--- src/rtl/stream_demux_1_n.sv ---
// stream_demux_1_n: registered 1:N valid/ready demultiplexer with one holding
// register per output channel; beats with an out-of-range select are dropped.
//
// Ports:
//   clk, rst            single rising-edge clock, synchronous active-high reset
//   in_valid/in_ready   input handshake (in_ready is combinational)
//   in_sel              destination channel of the current beat
//   in_data             beat payload
//   out_valid[k]        channel k holds a beat
//   out_ready[k]        channel k consumer accepts
//   out_data            channel k payload at [k*WIDTH +: WIDTH]
//   sel_err             one-cycle pulse after a discarded out-of-range beat
//   beat_cnt            (only with STREAM_DEMUX_CNT_EN) per-channel 16-bit
//                       count of completed output transfers at [k*16 +: 16]
//
// Optional feature macro: STREAM_DEMUX_CNT_EN
module stream_demux_1_n #(
    parameter int WIDTH = 8,
    parameter int N     = 4,
    parameter int SEL_W = 2
) (
    input  logic               clk,
    input  logic               rst,
    input  logic               in_valid,
    output logic               in_ready,
    input  logic [SEL_W-1:0]   in_sel,
    input  logic [WIDTH-1:0]   in_data,
    output logic [N-1:0]       out_valid,
    input  logic [N-1:0]       out_ready,
    output logic [N*WIDTH-1:0] out_data,
    output logic               sel_err
`ifdef STREAM_DEMUX_CNT_EN
    ,
    output logic [N*16-1:0]    beat_cnt
`endif
);

    logic [N-1:0] hit;
    logic         sel_ok;
    logic         tgt_free;
    logic         acc;
    logic [N-1:0] load;

    // Decode the select by loop so an out-of-range in_sel never indexes
    // past the channel vector; no hit means the beat is discarded.
    always_comb begin
        hit      = '0;
        tgt_free = 1'b1;
        for (int k = 0; k < N; k++) begin
            if (in_sel == SEL_W'(k)) begin
                hit[k]   = 1'b1;
                tgt_free = !out_valid[k] || out_ready[k];
            end
        end
    end

    assign sel_ok   = |hit;
    assign in_ready = !rst && tgt_free;
    assign acc      = in_valid && in_ready;
    assign load     = hit & {N{acc}};

    always_ff @(posedge clk) begin
        if (rst) begin
            out_valid <= '0;
            out_data  <= '0;
            sel_err   <= 1'b0;
        end else begin
            sel_err <= acc && !sel_ok;
            for (int k = 0; k < N; k++) begin
                // Refill wins over drain so a channel sustains one beat
                // per cycle.
                if (load[k]) begin
                    out_data[k*WIDTH +: WIDTH] <= in_data;
                    out_valid[k]               <= 1'b1;
                end else if (out_ready[k]) begin
                    out_valid[k] <= 1'b0;
                end
            end
        end
    end

`ifdef STREAM_DEMUX_CNT_EN
    always_ff @(posedge clk) begin
        if (rst) begin
            beat_cnt <= '0;
        end else begin
            for (int k = 0; k < N; k++) begin
                if (out_valid[k] && out_ready[k]) begin
                    beat_cnt[k*16 +: 16] <= beat_cnt[k*16 +: 16] + 16'd1;
                end
            end
        end
    end
`endif

endmodule
--- config.mk ---
export PLATFORM = sky130hd
export DESIGN_NAME = stream_demux_1_n
export DESIGN_NICKNAME = d
export VERILOG_FILES = /design/src/rtl/stream_demux_1_n.sv
export SDC_FILE = /design/constraint.sdc
export NUM_CORES = 1
export LEC_CHECK = 0
export BUFFER_PORTS_ARGS = -buffer_cell sky130_fd_sc_hd__buf_2
export CAP_MARGIN = 30
export CORE_MARGIN = 10
export CORE_UTILIZATION = 45
export CTS_CLUSTER_SIZE = 10
export DETAILED_ROUTE_END_ITERATION = 12
export MAX_ROUTING_LAYER = met4
export PLACE_DENSITY = 0.7
export SLEW_MARGIN = 20
export SYNTH_ARGS = -nofsm -noshare
export SYNTH_HDL_FRONTEND = slang
export SYNTH_SLANG_ARGS = --single-unit
--- constraint.sdc ---
create_clock -name clk -period 2.44 [get_ports clk]
set_input_delay 0.244 -clock clk [delete_from_list [all_inputs] [get_ports clk]]
set_output_delay 0.244 -clock clk [all_outputs]
set_load 0.1 [all_outputs]
==> flow_summary_export.csv <==
group,metric,value,unit
floorplanning,die_h,79.0,um
clock_network,cts.sinks,37,
power_and_ir_drop,cellLeakagePower,0.000807,uW
clock_network,insertion_delay,0.33,ns
layout,drive_above_1_share,32.6,%
sta,finClkSkew,0.00134,ns
worst_setup_path,required,2.20,ns
sta,setup_tns,0,ns
worst_setup_path,crit_type,"register to primary output",
routing,drc,0,
sta,slew_viol_final,0,
power_and_ir_drop,ir_worst_vdd,363,uV
routing,vias,1517,
clock_network,cts_setup_buffers,0,
floorplanning,dieArea,6240,um^2
place,port_buffers,54,
hold_path,hold_path_class,"primary input to register",
sta,setup_violations,0,
sta,fmax,0.453,GHz
grt,grt_pass1_wl,7590,um
grt,overflow,0,
sta,finalCritPeriodShare,90.5,%
synth,yosysWarnings,0,
worst_setup_path,start_kind,"register",
clock_network,clockRootBuffer,"clkbuf_4",
floorplanning,start_util,46.6,%
synth,syn_area_per_cell,9.22,um^2
routing,postRouteAntennaNets,0,
clock_network,cts-resized-gates,0,
sta,slew_headroom,49.1,%
synth,synth_common_cells,"37 x dfxtp_1, 20 x a21oi_1, 16 x nand4_1, 16 x o31ai_1, 14 x o311ai_0",
sta,rsz0062_at_grt,"false",
synth,synth_ff_type,"dfxtp_1",
floorplanning,die_w,79.0,um
outcome,outcome,"completed",
power_and_ir_drop,pwr-share-seq,52.4,%
power_and_ir_drop,pwr-share-comb,20.9,%
routing,postRouteWirelength,4480,um
synth,synth_async_sr_flop_share,0,%
clock_network,hold_buffers,0,
grt,grtUsageTotal,15.3,%
synth,synth_top_area_share,47.2,%
floorplanning,core,3360,um^2
power_and_ir_drop,powerDensity,629,nW/um^2
synth,yosysMostFrequentCell,"dfxtp_1",
power_and_ir_drop,clkPwrFrac,26.8,%
synth,yosys.area.top_type,"dfxtp_1",
sta,holdWs,0.187,ns
synth,synthTopCellsByArea,"dfxtp_1 47%, o311ai_0 7.8%, o31ai_1 7.7%",
place,gp_congestion,0.860,
routing,wire_per_inst,17.2,um
sta,tightest_slew,0.763,ns
synth,syn_nets,187,
synth,ys_ff_latch,37,
clock_network,cts.htree.levels,2,
clock_network,clk_pin_slew,0.10,ns
grt,antenna_found_initial,0,
power_and_ir_drop,switching_share,33.2,%
synth,netlist_area,1570,um^2
power_and_ir_drop,switchingPower,399,uW
clock_network,cts_tree,"done",
routing,viasPerCell,5.81,
synth,synthCells,170,
layout,final_cells,261,
layout,final_nets,232,
place,place_inst,254,
sta,hold_viol_final,0,
clock_network,cts.path.max_buffers,2,
synth,yosysSeqAreaShare,47.2,%
power_and_ir_drop,internal_power,803,uW
grt,grt_pass1_vias,1562,
synth,synth_cell_types,25,
worst_setup_path,worstSetupEndpointType,"primary output",
place,dp_hpwl,3320,um
layout,antennaDiodeCount,0,
clock_network,numCtsBuffers,5,
layout,area_growth_syn_to_layout,21.8,%
synth,synth-edff-count,0,
worst_setup_path,crit_fanout,10,
floorplanning,num_rows,21,
routing,dr.first_iter.drc_count,102,
sta,period_minus_slack,2.21,ns
floorplanning,pin_count,55,
run,max-cap-violations,0,
routing,dr.pass1.iters,4,
worst_setup_path,arrival,1.96,ns
grt,grt_max_degree,36,
-- cell type report --
| class | count | area (um^2) |
|---|---|---|
| fill | 337 | 1450 |
| clock buffer | 7 | 55.1 |
| inverter | 10 | 37.5 |
| multi-input combinational | 103 | 703 |
| timing repair buffer | 58 | 315 |
| sequential | 37 | 741 |
| tap | 46 | 57.6 |
-- routing by layer --
metal	wire length, um	vias up	track usage (%)
met1	1940	722	17.3
li1	-	736	-
met3	337	10	5.63
met5	0	-	-
met2	2120	49	23.5
met4	82	0	7.53
-- worst paths after layout --
kind / startpoint / end / slack (ns) / cells past startpoint
max: out_valid[2] / in_ready / 0.23 / 4
min: in_data[0] / out_data[24] / 0.19 / 3
max reg2reg: out_valid[1] / out_data[10] / 1.02 / 3
min reg2reg: out_data[22] / out_data[22] / 0.47 / 2
-- power by group through the flow --
stage | logic, uW | clock network (uW) | registers, uW
floorplan | 69.5 | 0 | 768
global placement | 248 | 0 | 642
detailed placement | 251 | 0 | 643
CTS | 251 | 328 | 629
global route | 264 | 360 | 632
finish | 251 | 321 | 629
-- cell usage in the layout, fill, tap and decap left out, drive strengths merged, types with 3 or more instances in the layout --
master  Yosys  layout
a21oi      20      20
buf         8      58
clkbuf     12       7
dfxtp      37      37
inv        10      10
nand2b      3       3
nand4      16      16
nor2        4       4
nor2b       4       4
o21ai      16      16
o311ai     16      16
o31ai      16      16
-- registers in the layout, summed over array words and instances (netlist names) --
name       flops
sel_err        1
out_data      32
out_valid      4
-- kinds of logic (layout without fill, tap and decap cells) --
family / after synthesis / count (layout) / synth area share (%)
buf+inv: 30 / 75 / 8.38
flops: 37 / 37 / 47.2
compound gates: 68 / 68 / 29.1
other cells: 1 / 1 / 0.239
mux: 1 / 1 / 1.44
simple gates: 33 / 33 / 13.6
-- critical path: stages (launching register included) --
cell and delay, ns:
dfxtp_1 0.36, nor2b_1 0.63, mux4_2 0.41, nor2_4 0.04
buf_12 0.18
-- per-stage QoR --
stage / cell area (um^2) / utilization [%] / power [uW] / setup WS (ns)
finish: 1910 / 56.8 / 1200 / 0.231
global route: 1910 / 56.8 / 1250 / 0.0492
CTS: 1910 / 56.8 / 1210 / 0.255
detailed placement: 1850 / 55.1 / 894 / 0.551
global placement: 1850 / 55.1 / 890 / 0.673
floorplan: 1580 / - / 838 / 0.114
Power figures use the tool's default switching activity.
